File: config.mk
export PLATFORM = sky130hd
export DESIGN_NAME = all_gates_flat
export DESIGN_NICKNAME = d
export VERILOG_FILES = /design/src/rtl/all_gates_pkg.sv /design/src/rtl/all_gates_if.sv /design/src/rtl/gate_alu_2b.sv /design/src/rtl/all_gates.sv /design/src/flat_wrapper.sv
export SDC_FILE = /design/constraint.sdc
export NUM_CORES = 1
export LEC_CHECK = 0
export CELL_PAD_IN_SITES_DETAIL_PLACEMENT = 1
export CELL_PAD_IN_SITES_GLOBAL_PLACEMENT = 1
export CORE_ASPECT_RATIO = 1.2
export CORE_MARGIN = 10
export CORE_UTILIZATION = 32
export DETAILED_ROUTE_END_ITERATION = 16
export PLACE_DENSITY_LB_ADDON = 0.1
export SLEW_MARGIN = 10
export SYNTH_ARGS = -nofsm -noshare
export SYNTH_HDL_FRONTEND = slang
export SYNTH_SLANG_ARGS = --single-unit
File: constraint.sdc
create_clock -name clk -period 1.28 [get_ports clk]
set_input_delay 0.256 -clock clk [delete_from_list [all_inputs] [get_ports clk]]
set_output_delay 0.256 -clock clk [all_outputs]
set_load 0.05 [all_outputs]
File: src/rtl/all_gates_pkg.sv
// all_gates_pkg: shared types and constants for the all_gates evaluator.
//   gate_op_e      3-bit gate select applied bitwise to two 2-bit operands
//   RED_*          bit positions inside the 8-bit reduction vector
package all_gates_pkg;

  typedef enum logic [2:0] {
    OP_AND  = 3'd0,
    OP_OR   = 3'd1,
    OP_NAND = 3'd2,
    OP_NOR  = 3'd3,
    OP_XOR  = 3'd4,
    OP_XNOR = 3'd5,
    OP_NOT  = 3'd6,
    OP_BUF  = 3'd7
  } gate_op_e;

  localparam int RED_AND  = 0;
  localparam int RED_OR   = 1;
  localparam int RED_NAND = 2;
  localparam int RED_NOR  = 3;
  localparam int RED_XOR  = 4;
  localparam int RED_XNOR = 5;
  localparam int RED_BUF  = 6;
  localparam int RED_NOT  = 7;

  localparam int RED_W = 8;

endpackage

File: src/rtl/all_gates_if.sv
// all_gates_if: operand/result bundle of the all_gates evaluator.
//   in[3:0]    operand word, A = in[1:0], B = in[3:2]
//   op         gate select
//   in_valid   capture in/op this cycle
//   out[1:0]   registered op(A, B)
//   red[7:0]   registered reduction vector over in[3:0]
//   out_valid  high in the cycle after an accepted input
// master drives the operands (testbench / upstream), slave is the evaluator.
interface all_gates_if;
  import all_gates_pkg::*;

  logic [3:0]       in;
  gate_op_e         op;
  logic             in_valid;
  logic [1:0]       out;
  logic [RED_W-1:0] red;
  logic             out_valid;

  modport master (output in, op, in_valid, input out, red, out_valid);
  modport slave  (input in, op, in_valid, output out, red, out_valid);

endinterface

File: src/rtl/gate_alu_2b.sv
// gate_alu_2b: purely combinational 2-bit bitwise gate unit.
//   a[1:0], b[1:0]  operands
//   op              gate select (NOT/BUF ignore b)
//   y[1:0]          op(a, b), bit by bit
module gate_alu_2b
  import all_gates_pkg::*;
(
  input  logic [1:0] a,
  input  logic [1:0] b,
  input  gate_op_e   op,
  output logic [1:0] y
);

  always_comb begin
    // NOTE: y gets a value before the case so no path leaves it unassigned,
    // which would otherwise infer a latch.
    y = a;
    unique case (op)
      OP_AND:  y = a & b;
      OP_OR:   y = a | b;
      OP_NAND: y = ~(a & b);
      OP_NOR:  y = ~(a | b);
      OP_XOR:  y = a ^ b;
      OP_XNOR: y = ~(a ^ b);
      OP_NOT:  y = ~a;
      OP_BUF:  y = a;
      default: y = a;
    endcase
  end

endmodule

File: src/rtl/all_gates.sv
// all_gates: registered logic-gate evaluator.
//   clk   system clock, rising edge
//   rst   synchronous, active-high reset; wins over a simultaneous in_valid
//   bus   all_gates_if.slave: in/op/in_valid in, out/red/out_valid out
// One cycle latency; an accepted input loads out and red, otherwise they
// hold. out_valid simply follows in_valid one cycle later. All outputs come
// straight from flops.
module all_gates
  import all_gates_pkg::*;
(
  input logic        clk,
  input logic        rst,
  all_gates_if.slave bus
);

  logic [1:0]       alu_y;
  logic [RED_W-1:0] red_d;

  gate_alu_2b u_alu (
    .a  (bus.in[1:0]),
    .b  (bus.in[3:2]),
    .op (bus.op),
    .y  (alu_y)
  );

  // Reductions span the whole word and do not depend on op.
  always_comb begin
    red_d           = '0;
    red_d[RED_AND]  = &bus.in;
    red_d[RED_OR]   = |bus.in;
    red_d[RED_NAND] = ~&bus.in;
    red_d[RED_NOR]  = ~|bus.in;
    red_d[RED_XOR]  = ^bus.in;
    red_d[RED_XNOR] = ~^bus.in;
    red_d[RED_BUF]  = bus.in[0];
    red_d[RED_NOT]  = ~bus.in[0];
  end

  // NOTE: non-blocking assignments keep every flop sampling pre-edge values,
  // so ordering between registers in this block cannot change behaviour.
  always_ff @(posedge clk) begin
    if (rst) begin
      bus.out       <= '0;
      bus.red       <= '0;
      bus.out_valid <= 1'b0;
    end else begin
      bus.out_valid <= bus.in_valid;
      if (bus.in_valid) begin
        bus.out <= alu_y;
        bus.red <= red_d;
      end
    end
  end

endmodule

File: src/flat_wrapper.sv
// flat-port wrapper written by rule: the top's interface ports become plain ports
module all_gates_flat import all_gates_pkg::*;
  (clk, rst, bus_in, bus_op, bus_in_valid, bus_out, bus_red, bus_out_valid);
  all_gates_if bus_i ();
  input logic clk;
  input logic rst;
  input wire logic [$bits(bus_i.in)-1:0] bus_in;
  input wire logic [$bits(bus_i.op)-1:0] bus_op;
  input wire logic [$bits(bus_i.in_valid)-1:0] bus_in_valid;
  output wire logic [$bits(bus_i.out)-1:0] bus_out;
  output wire logic [$bits(bus_i.red)-1:0] bus_red;
  output wire logic [$bits(bus_i.out_valid)-1:0] bus_out_valid;
  assign bus_i.in = bus_in;
  assign bus_i.op = bus_op;
  assign bus_i.in_valid = bus_in_valid;
  assign bus_out = bus_i.out;
  assign bus_red = bus_i.red;
  assign bus_out_valid = bus_i.out_valid;
  all_gates u_core (.clk(clk), .rst(rst), .bus(bus_i));
endmodule
=== After elaboration in Yosys (flattened, before gate mapping) ===
Index checks and enable logic that the tools add are counted.

* Register bits: 11
* Input port bits: 10
* Output and inout port bits: 11
* Logic and storage cells: 26

* Eq/ne operators: 7
* Mux-type cells: 1
* Bitwise gates (word level): 8
* Reductions and logical operators: 7

{| class="wikitable"
|+ Operator list
! cell !! number
|-
| $pmux W2 S8 || 1
|-
| $eq A3 B3 Y1 const B || 4
|-
| $not A2 Y2 || 4
|-
| $eq A3 B2 Y1 const B || 2
|-
| $reduce_and A4 Y1 || 1
|-
| $reduce_or A4 Y1 || 1
|-
| $reduce_xnor A4 Y1 || 1
|-
| $reduce_xor A4 Y1 || 1
|-
| $eq A3 B1 Y1 const B || 1
|-
| $logic_not A3 Y1 || 1
|-
| $and A2 B2 Y2 || 1
|-
| $logic_not A1 Y1 || 2
|-
| $or A2 B2 Y2 || 1
|-
| $xor A2 B2 Y2 || 1
|-
| $not A1 Y1 || 1
|}

=== Longest topological paths before layout ===
Gate-level depths: netlist of the first run.

* Word-level depth: 3
* Gate-level depth with buffers: 6
* Depth with buffers taken out: 6

=== Hierarchy ===
From an unflattened synthesis of the first run, not the netlist that was laid out.

* Cell total of the unflattened synthesis: 75
* Area total of the unflattened synthesis: 711.9 um^2

{| class="wikitable"
|+ Modules (own cells, without submodules)
! module !! times used !! cells each !! area each (um^2) !! seq. area each (um^2)
|-
| all_gates || 1 || 46 || 493.0 || 220.2
|-
| gate_alu_2b || 1 || 29 || 219.0 || 0.0
|}

=== Worst setup path after synthesis of the first run ===
OpenSTA, ideal clock, no wires.

* Path type: input -> register
* Start point: in bus_in[1]
* End point: reg u_core.bus.out[1]
* Library setup time: 136 ps
* Arrival time: 1037 ps
* Required time: 1144 ps
* Path slack: 107 ps
* Stages: 6
* Path buffers: 0
* Path through: inv_1 ha_1 nand2b_1 and3b_1 a211oi_2 o32ai_2

* Longest elaborated chain between the ends: 3
* Elaborated cells between the ends (all ways): 8
* Those cells by class: 1 x mux; 7 x bitwise

{| class="wikitable"
|+ Ends and longest elaborated chain
! what !! line !! text
|-
| start: declaration || flat_wrapper.sv:7 || <nowiki>input wire logic [$bits(bus_i.in)-1:0] bus_in;</nowiki>
|-
| $xor A2 B2 Y2 (tied with other cells) || gate_alu_2b.sv:23, gate_alu_2b.sv:24 ||
|-
| $not A2 Y2, on equally long branches || gate_alu_2b.sv:24, gate_alu_2b.sv:21, gate_alu_2b.sv:22 ||
|-
| $pmux W2 S8 * || gate_alu_2b.sv:18 || <nowiki>unique case (op)</nowiki>
|-
| end signal: assignment || all_gates.sv:49 || <nowiki>bus.out <= alu_y;</nowiki>
|-
| end: declaration || all_gates_if.sv:20 || <nowiki>modport slave (input in, op, in_valid, output out, red, out_valid);</nowiki>
|}

Every way passes the cells marked *; elsewhere a longest branch is shown, timed or not.
A chain may end at the register's enable or synchronous reset.

=== Worst setup path after layout of the first run ===
* Start point: in bus_in[3]
* End point: reg u_core.bus.out[1]

Same word-level chain as after synthesis.

==> metrics.txt, run 1 <==
Slew headroom 75.41%; placed cell areas 1085 sq um; die width 61.36 um; row count 17; hold_sp bus_in[0]; sequential area share after synthesis approximately a third; Root Buffer clkbuf_4; CTS max path bufs 2; kind of critical path input pin to flip-flop; vias in the first global route between 700 and 800; first-pass GRT wire length 3312 um; largest fanout on the critical path 2; Synth Instances 73; CTS tree yes; Post-DP HPWL about 1600 um; Crit. End Element flip-flop; final worst-path cycle share approximately 94%; Worst VDD drop between 0.6 and 0.7 mV; routed via count 646; DR WL/cell about 16 um; Synth-to-Final Area Change 72.19%; Post-CTS Hold Buffers 0; GRT Util Overall roughly a tenth; Worst-Margin Slew between 0.3 and 0.4 ns; worst reg2reg startpoint u_core.bus.red[2]; largest net degree at the start of global routing 16; cells along the critical path clkdlybuf4s15_1, inv_2, ha_1, nand2b_1, and3b_1, a211oi_2, o32ai_2; Netlist Area Pre-Place ~660 sq um; Fin. Hold Viols 0; GPL Wtd Cong between 0.8 and 0.9; final net count between 100 and 150; CP required about 1.5 ns; fin area between 1000 and 1500 sq um; share of cells above drive strength 1 between 30% and 40%; fillers approximately 220; vias per cell 5.127; Crit. Startpoint bus_in[3]; Setup Viol. Count Final 0; Power Dens Cells 885.3 nW/um^2; RSZ-0062 raised after global routing no; CP max stage delay ~0.27 ns; Core Util, Final around 60%; postcts setup bufs 0; clk_skew 0 ns; grt total ovfl 0; Initial Util a little over a third; MaxCap Viol Count 0; fin crit period between 1 and 1.5 ns; min-delay worst type input pin to flip-flop; CTS Sinks 11; drt total wl about 2000 um; n_diodes 0; status finished clean; Yosys cell types 21; syn nets 91; data arrival time of the critical path between 1 and 1.5 ns; initial DRC count 5; synth warn 0; DRT antenna net count 0; Ports 21; iteration count of the initial detailed-routing pass 4; syn_area_per_cell approximately 9 sq um; Lkg Pwr 0.4965 nW; Die Area about 4300 sq um; Clock Pin Slew Worst Setup and Hold Paths approximately 0.070 ns; DIE HEIGHT around 70 um; synthesized flop and latch total 11; initial antenna violation count 0; Clock H-tree levels 1; Worst-Skew Late Latency 0.27 ns; Fmax achieved just over 800 MHz; crit start category input pin; final max-slew violation count 0; Worst path slowest cell ha_1; IO buf count 20; TritonCTS buffer count 3; area of the core 1893 sq um; DRC 0
-- kinds of logic after synthesis --
| logic type | after synthesis | share of synthesized area [%] |
|---|---|---|
| xor+xnor | 1 | 1.334 |
| compound gates | 15 | 16.76 |
| buf+inv | 7 | 4.190 |
| simple gates | 28 | 24.38 |
| flops | 11 | 33.52 |
| fa+ha+maj | 8 | 15.24 |
| mux | 3 | 4.572 |
-- sequential cells by signal, indices dropped and copies added, names as in the netlist --
signal and count:
u_core.bus.red 8, u_core.bus.out 2, u_core.bus.out_valid 1
-- stage by stage --
step / setup slack (ns) / hold slack (ns) / power, mW / setup TNS [ns] / std cells
3_5_place_dp: -0.5536 / 0.5009 / 0.7630 / -2.566 / 122
6_report: 0.07112 / 0.3774 / 1.001 / 0 / 126
5_1_grt: 0.002703 / 0.4146 / 1.053 / 0 / 126
2_1_floorplan: 0.1067 / 0.4032 / 0.5594 / 0 / 73
4_1_cts: 0.01391 / 0.5135 / 1.009 / 0 / 126
3_3_place_gp: -0.5261 / 0.5010 / 0.7560 / -2.320 / 122
-- power by group --
part | leakage (nW) | internal [mW] | switching [mW] | total (mW)
Combinational | 0.391 | 0.186 | 0.184 | 0.369
Sequential | 0.0908 | 0.365 | 0.0234 | 0.388
Clock | 0.0150 | 0.121 | 0.123 | 0.243
-- final timing paths --
| kind | end | slack [ns] | cells after the start |
|---|---|---|---|
| worst max-delay path | u_core.bus.out[1] | 0.07 | 7 |
| worst min-delay path | u_core.bus.red[6] | 0.38 | 4 |
| worst max register to register | u_core.bus.red[2] | 0.53 | 2 |
| worst min register to register | u_core.bus.red[0] | 0.52 | 2 |
-- Yosys cell counts --
library cell,instances,share of area (%)
dfxtp_1,11,34
nand2b_1,10,9.5
ha_1,8,15
a21oi_1,6,4.6
nor2_1,6,3.4
inv_1,5,2.9
nor2b_1,5,4.8
mux2i_1,3,4.6
a211oi_1,2,2.3
a311oi_1,2,2.7
and3b_1,2,2.7
nand3_1,2,1.5
nor4_1,2,1.9
o21ai_1,2,1.5
a211oi_2,1,1.9
buf_2,1,0.76
clkbuf_1,1,0.57
nand2_1,1,0.57
o32ai_1,1,1.3
o32ai_2,1,2.5
xnor2_1,1,1.3
-- repair_timing --
item | CTS | global route
resized for setup | 14 | 12
setup endpoints to repair | 4 | 3
gates cloned | 0 | 0
endpoints found under the hold margin | 0 | 0
pin swaps | 6 | 7
-- cell usage in the layout, fill, tap and decap left out, types with 2 or more instances in the layout --
cell type,synthesis,routed
buf_6,0,3
buf_12,0,12
ha_1,8,6
nand2b_1,10,10
a21oi_1,6,4
clkdlybuf4s50_1,0,2
buf_4,0,8
a211oi_2,1,2
dlygate4sd2_1,0,3
clkbuf_4,0,3
and3b_1,2,2
clkbuf_2,0,3
a311oi_1,2,2
inv_2,0,3
inv_1,5,2
nand3_1,2,2
mux2i_1,3,3
nor2_1,6,6
dfxtp_1,11,11
nor2b_1,5,5
a21oi_2,0,2
nor4_1,2,2
o21ai_1,2,2
-- layer usage --
metal  GRT usage, %  routed length, um
met5              0                  0
met4          5.172                 41
met3          3.473                149
met2          16.38               1012
met1          10.55                763
-- layout make-up --
cell class | instances | area [sq um] | share of cell area, %
Clock buffer | 4 | 26.28 | 2.323
Inverter | 5 | 18.77 | 1.659
Multi-Input combinational cell | 55 | 436.7 | 38.61
Sequential cell | 11 | 220.2 | 19.47
Tap cell | 19 | 23.77 | 2.102
Timing Repair Buffer | 32 | 405.4 | 35.84
-- worst max-delay path, delay by kind of cell --
kind	cells	cell delay (ns)
AOI/OAI and AO/OA	2	0.30
and+or+nand+nor	2	0.30
adders and majority gates	1	0.27
buffers and inverters	2	0.27
(Power assumes the default switching activity.)
==> run 2, diff against run 1 <==
==> constraint.sdc (replaced) <==
create_clock -name clk -period 1.2 [get_ports clk]
set_input_delay 0.24 -clock clk [delete_from_list [all_inputs] [get_ports clk]]
set_output_delay 0.24 -clock clk [all_outputs]
set_load 0.05 [all_outputs]
==> run 2 against run 1 <==
Non-clock buffer count up 1; critical path depth unchanged; sequential share of layout area down 0.92 points; clock skew unchanged; final cell count up 0.79%.
==> metrics.txt, run 2 (synthesis gave the netlist of run 1 again) <==
largest registers u_core.bus.red x8, u_core.bus.out x2, u_core.bus.out_valid x1; hold_sp bus_in[0]; initial DRC count 9 (+4); grt total ovfl 0 (unchanged); Die Area 4273 sq um (unchanged); data arrival time of the critical path 1.31 ns (-0.08 ns); TritonCTS buffer count 3 (unchanged); Setup Viol. Count Final 0 (unchanged); Initial Util 34.70% (unchanged); worst reg2reg startpoint u_core.bus.red[2]; iteration count of the initial detailed-routing pass 3 (-1); max reg flops 8 (unchanged); cells along the critical path buf_2, buf_6, ha_4, nor2b_1, o21ai_1, a211oi_2, o32ai_1; fin crit period 1.133 ns; Post-DP HPWL 1556 um (unchanged); Most flops, register u_core.bus.red; drt total wl 2063 um (+4.9%); vias per cell 5.110 (-0.33%); hold depth 4 (unchanged); largest net degree at the start of global routing 16 (unchanged); Final Power 1.097 mW (+9.6%); Slew headroom 75.18% (-0.23 points); Synth-to-Final Area Change 80.76%; kind of critical path input pin to flip-flop; fillers 219 (-0.90%); CP required 1.37 ns (-0.09 ns); DRC 0 (unchanged); DIE HEIGHT 69.63 um (unchanged); hold_ws 0.3672 ns (-0.01015 ns); n_diodes 0 (unchanged); MaxCap Viol Count 0 (unchanged); min-delay worst type input pin to flip-flop; area of the core 1893 sq um (unchanged); setup ws final 0.06727 ns (-0.003846 ns); R2R setup slack 0.45 ns (-0.08 ns); DR WL/cell 16.24 um (+4.1%); Worst-Skew Late Latency 0.27 ns (about the same); clk_skew 0 ns (unchanged); share of cells above drive strength 1 42.59% (+6.1 points); Lkg Pwr 0.5135 nW (+3.4%); Fin. Hold Viols 0 (unchanged); Ports 21 (unchanged); final net count 127 (+0.79%); Worst-Margin Slew 0.3690 ns (+0.003435 ns); Worst path slowest cell o32ai_1; leading cell type in the layout, fill and taps excluded buf_12; CTS max path bufs 2 (unchanged); Worst VDD drop 0.7001 mV (+6.6%); R2R Path End u_core.bus.red[2]; Fmax achieved 882.8 MHz; CTS tree yes; Clock Pin Slew Worst Setup and Hold Paths 0.07 ns (about the same); highest-count cells in the layout ignoring fill and taps buf_12 (12), dfxtp_1 (11), nand2b_1 (8), buf_4 (8), nor2_1 (6); crit start category input pin; routed via count 649 (+0.46%); initial antenna violation count 0 (unchanged); R2R depth 2 (unchanged); IO buf count 20 (unchanged); largest fanout on the critical path 2 (unchanged); GPL Wtd Cong 0.8315 (unchanged); Clock H-tree levels 1 (unchanged); Place WS -0.6176 ns (-0.06400 ns); row count 17 (unchanged); fin cells 127 (+0.79%); DRT antenna net count 0 (unchanged); CTS Sinks 11 (unchanged); GRT Util Overall 9.955% (unchanged); Crit. End Element flip-flop; final max-slew violation count 0 (unchanged); vias in the first global route 746 (+0.95%); Root Buffer clkbuf_4; die width 61.36 um (unchanged); CP max stage delay 0.29 ns (+0.02 ns); WHS Endpoint u_core.bus.red[6]; Placed Cells incl. Taps 122 (unchanged); Post-CTS Hold Buffers 0 (unchanged); RSZ-0062 raised after global routing no; final worst-path cycle share a little over nine tenths; first-pass GRT wire length 3305 um (-0.21%); status finished clean; Power Dens Cells 923.9 nW/um^2 (+4.4%)
## run 2: cell type report
type	instances	area (sq um)	share of cell area, %
Clock buffer	4	26.28	2.213
Inverter	5	18.77	1.581
Multi-Input combinational cell	55	486.7	40.99
Sequential cell	11	220.2	18.55
Tap cell	19	23.77	2.002
Timing Repair Buffer	33	411.6	34.67
## run 2: critical path: cells and delay by family
family,cells,cell delay [ns]
AND/OR/NAND/NOR,1,0.13
buffers and inverters,2,0.24
AO/OA/AOI/OAI,3,0.54
adder cells (fa/ha/maj),1,0.15
## run 2: worst max-delay path by stage
stage | start | end | slack [ns] | depth (start not counted)
floorplan | bus_in[1] | u_core.bus.out[1] | 0.04 | 6
global placement | bus_in[2] | u_core.bus.out[0] | -0.59 | 7
detailed placement | bus_in[2] | u_core.bus.out[0] | -0.62 | 7
CTS | bus_in[1] | u_core.bus.out[1] | 0.005 | 7
global route | bus_op[0] | u_core.bus.out[0] | 0.03 | 5
finish | bus_in[2] | u_core.bus.out[0] | 0.07 | 7
## run 2: where the power goes
group          total (mW)  internal [mW]  switching, mW
sequential          0.415          0.389         0.0252
clock               0.259          0.129          0.131
combinational       0.423          0.215          0.208
## run 2: per-layer routing
| metal | part of all wire (%) | routed length (um) | GRT usage (%) |
|---|---|---|---|
| met5 | 0 | 0 | 0 |
| met4 | 1.9 | 40 | 5.172 |
| met2 | 51 | 1056 | 16.61 |
| met3 | 7.0 | 145 | 3.291 |
| met1 | 40 | 820 | 10.44 |
## run 2: what timing repair did
action | CTS | global route
buffers inserted | 0 | 1
setup endpoints to repair | 5 | 3
pin swaps | 8 | 7
resized for setup | 26 | 12
endpoints found under the hold margin | 0 | 0
## run 2: metrics by stage
step | area, sq um | util (%) | TNS [ns]
2_1_floorplan | 656.9 | - | 0
3_3_place_gp | 1085 | 57.30 | -2.960
3_5_place_dp | 1085 | 57.30 | -3.206
4_1_cts | 1151 | 60.81 | 0
5_1_grt | 1187 | 62.72 | 0
6_report | 1187 | 62.72 | 0
==> run 3, diff against run 2 <==
--- a/config.mk
+++ b/config.mk
@@ -5,11 +5,13 @@
 export SDC_FILE = /design/constraint.sdc
 export NUM_CORES = 1
 export LEC_CHECK = 0
-export CELL_PAD_IN_SITES_DETAIL_PLACEMENT = 1
+export ABC_AREA = 0
+export CELL_PAD_IN_SITES_DETAIL_PLACEMENT = 0
 export CELL_PAD_IN_SITES_GLOBAL_PLACEMENT = 1
 export CORE_ASPECT_RATIO = 1.2
 export CORE_MARGIN = 10
-export CORE_UTILIZATION = 32
+export CORE_UTILIZATION = 34
+export CTS_BUF_LIST = sky130_fd_sc_hd__clkbuf_2
 export DETAILED_ROUTE_END_ITERATION = 16
 export PLACE_DENSITY_LB_ADDON = 0.1
 export SLEW_MARGIN = 10
==> run 3 against run 2 <==
Cell area is 2.8% lower; clock-buffer cell count stayed put; fmax is 4.4% higher; final cell count stayed put; setup slack better by 0.048 ns; clock skew stayed put; register-to-register slack better by 0.03 ns; core utilization is 0.34 points higher; non-clock buffer count stayed put; largest power group is now registers; highest routed layer unchanged.
==> metrics.txt, run 3 (synthesis gave the netlist of run 1 again) <==
R2R Path End u_core.bus.red[2]; R2R setup slack 0.48 ns (+0.03 ns); DRT antenna net count 0 (unchanged); final max-slew violation count 0 (unchanged); GPL Wtd Cong 0.7282 (-12%); die width 60.13 um (-2.0%); CTS Sinks 11 (unchanged); CP required 1.38 ns (about the same); Core Util, Final 63.06% (+0.34 points); status finished clean; Clk pwr share 20.9% (-2.7 points); worst reg2reg startpoint u_core.bus.red[2]; largest fanout on the critical path 6 (+4); largest net degree at the start of global routing 16 (unchanged); highest-count cells in the layout ignoring fill and taps buf_12 (12), dfxtp_1 (11), nand2b_1 (10), buf_4 (10), clkbuf_2 (8); IO buf count 20 (unchanged); switching fraction of total power 33.41% (+0.24 points); data arrival time of the critical path 1.26 ns (-0.05 ns); TritonCTS buffer count 3 (unchanged); Die Area 4098 sq um (-4.1%); largest registers u_core.bus.red x8, u_core.bus.out x2, u_core.bus.out_valid x1; max reg flops 8 (unchanged); Power Dens Cells 892.4 nW/um^2 (-3.4%); Post-CTS Hold Buffers 0 (unchanged); Placed Cells incl. Taps 123 (+0.82%); vias in the first global route 660 (-12%); Place WS -0.5289 ns (+0.08863 ns); DRC 0 (unchanged); row count 17 (unchanged); Most flops, register u_core.bus.red; Internal Power 0.6855 mW (-6.5%); final worst-path cycle share 90.42% (-4.0 points); Worst VDD drop 0.5325 mV (-24%); Worst-Margin Slew 0.2951 ns (-0.07385 ns); fin cells 127 (unchanged); Root Buffer clkbuf_2; clk_skew 0 ns (unchanged); drt total wl 1611 um (-22%); Logic pwr share 38.9% (+0.3 points); Initial Util 35.91% (+1.2 points); hold depth 4 (unchanged); Fmax achieved 921.6 MHz (+4.4%); R2R depth 2 (unchanged); Worst-Skew Late Latency 0.26 ns (about the same); initial antenna violation count 0 (unchanged); Lkg Pwr 0.5150 nW (+0.30%); Flop pwr share 40.3% (+2.5 points); final net count 127 (unchanged); grt total ovfl 0 (unchanged); Fin. Hold Viols 0 (unchanged); hold_sp bus_in[0]; switching power 0.3440 mW (-5.5%); Slew headroom 80.14% (+5.0 points); iteration count of the initial detailed-routing pass 4 (+1); RSZ-0062 raised after global routing no; fin area 1154 sq um (-2.8%); Post-DP HPWL 1323 um (-15%); routed via count 622 (-4.2%); MaxCap Viol Count 0 (unchanged); min-delay worst type input pin to flip-flop; Final Power 1.030 mW (-6.2%); kind of critical path input pin to flip-flop; crit start category input pin; Crit. End Element flip-flop; CTS max path bufs 2 (unchanged); initial DRC count 15 (+6); placed cell areas 1092 sq um (+0.69%); WHS Endpoint u_core.bus.red[6]; Ports 21 (unchanged); hold_ws 0.3414 ns (-0.02579 ns); CTS tree yes; vias per cell 4.898 (-4.2%); setup ws final 0.1149 ns (+0.04763 ns); setup TNS 0 ns (unchanged); leading cell type in the layout, fill and taps excluded buf_12; Setup Viol. Count Final 0 (unchanged); DIE HEIGHT 68.15 um (-2.1%); share of cells above drive strength 1 41.67% (-0.93 points); first-pass GRT wire length 2815 um (-15%); Synth-to-Final Area Change 75.62%; Clock H-tree levels 1 (unchanged); DR WL/cell 12.69 um (-22%); GRT Util Overall 8.952% (-1.0 points); fin crit period 1.085 ns (-0.04763 ns); area of the core 1829 sq um (-3.4%); Clock Pin Slew Worst Setup and Hold Paths 0.11 ns (+0.04 ns); n_diodes 0 (unchanged)
-- run 3: cell types whose count changed in the layout (fill, tap and decap cells not counted), moves of 2 or more --
| cell | previous run | this run |
|---|---|---|
| ha_4 | 4 | 2 |
| buf_4 | 8 | 10 |
| nand2b_4 | 2 | 0 |
| clkbuf_2 | 0 | 8 |
| buf_2 | 4 | 0 |
| buf_6 | 4 | 2 |
| dlygate4sd2_1 | 3 | 1 |
| nand2b_1 | 8 | 10 |
| clkbuf_4 | 3 | 0 |
-- run 3: power by group through the flow --
stage	sequential (mW)	combinational [mW]	clock [mW]
6_report	0.415	0.400	0.215
5_1_grt	0.418	0.432	0.245
4_1_cts	0.415	0.401	0.237
3_5_place_dp	0.423	0.385	0
3_3_place_gp	0.423	0.384	0
2_1_floorplan	0.493	0.104	0
-- run 3: timing repair --
action	4_1_cts	5_1_grt
setup buffers	0	0
pin swaps	8	6
setup endpoints to repair	4	3
gates resized for setup	15	15
-- run 3: critical path, cell delays in order --
cell	delay [ns]
dlygate4sd2_1	0.28
buf_4	0.15
nor2b_1	0.12
o21ai_1	0.15
a211oi_2	0.09
o32ai_2	0.23
-- run 3: area by class of cell --
type	instances	area, sq um
Fill cell	159	675.6
Inverter	5	18.77
Clock buffer	4	20.02
Timing Repair Buffer	33	409.1
Multi-Input combinational cell	55	461.7
Sequential cell	11	220.2
Tap cell	19	23.77
-- run 3: worst max path at each step --
stage              start                end  slack (ns)  depth (start not counted)
6_report       bus_op[0]  u_core.bus.out[1]        0.11                          6
5_1_grt        bus_op[1]  u_core.bus.out[0]        0.02                          5
4_1_cts        bus_in[3]  u_core.bus.out[1]       0.005                          7
3_5_place_dp   bus_in[0]  u_core.bus.out[0]       -0.53                          7
3_3_place_gp   bus_in[0]  u_core.bus.out[0]       -0.51                          7
2_1_floorplan  bus_in[1]  u_core.bus.out[1]        0.04                          6
-- run 3: layer usage --
layer	part of all wire, %	up-vias	GRT usage, %
li1	-	323	-
met1	40	284	9.226
met2	51	13	14.69
met3	7.4	2	4.074
met4	0.87	0	5.056
met5	0	-	0
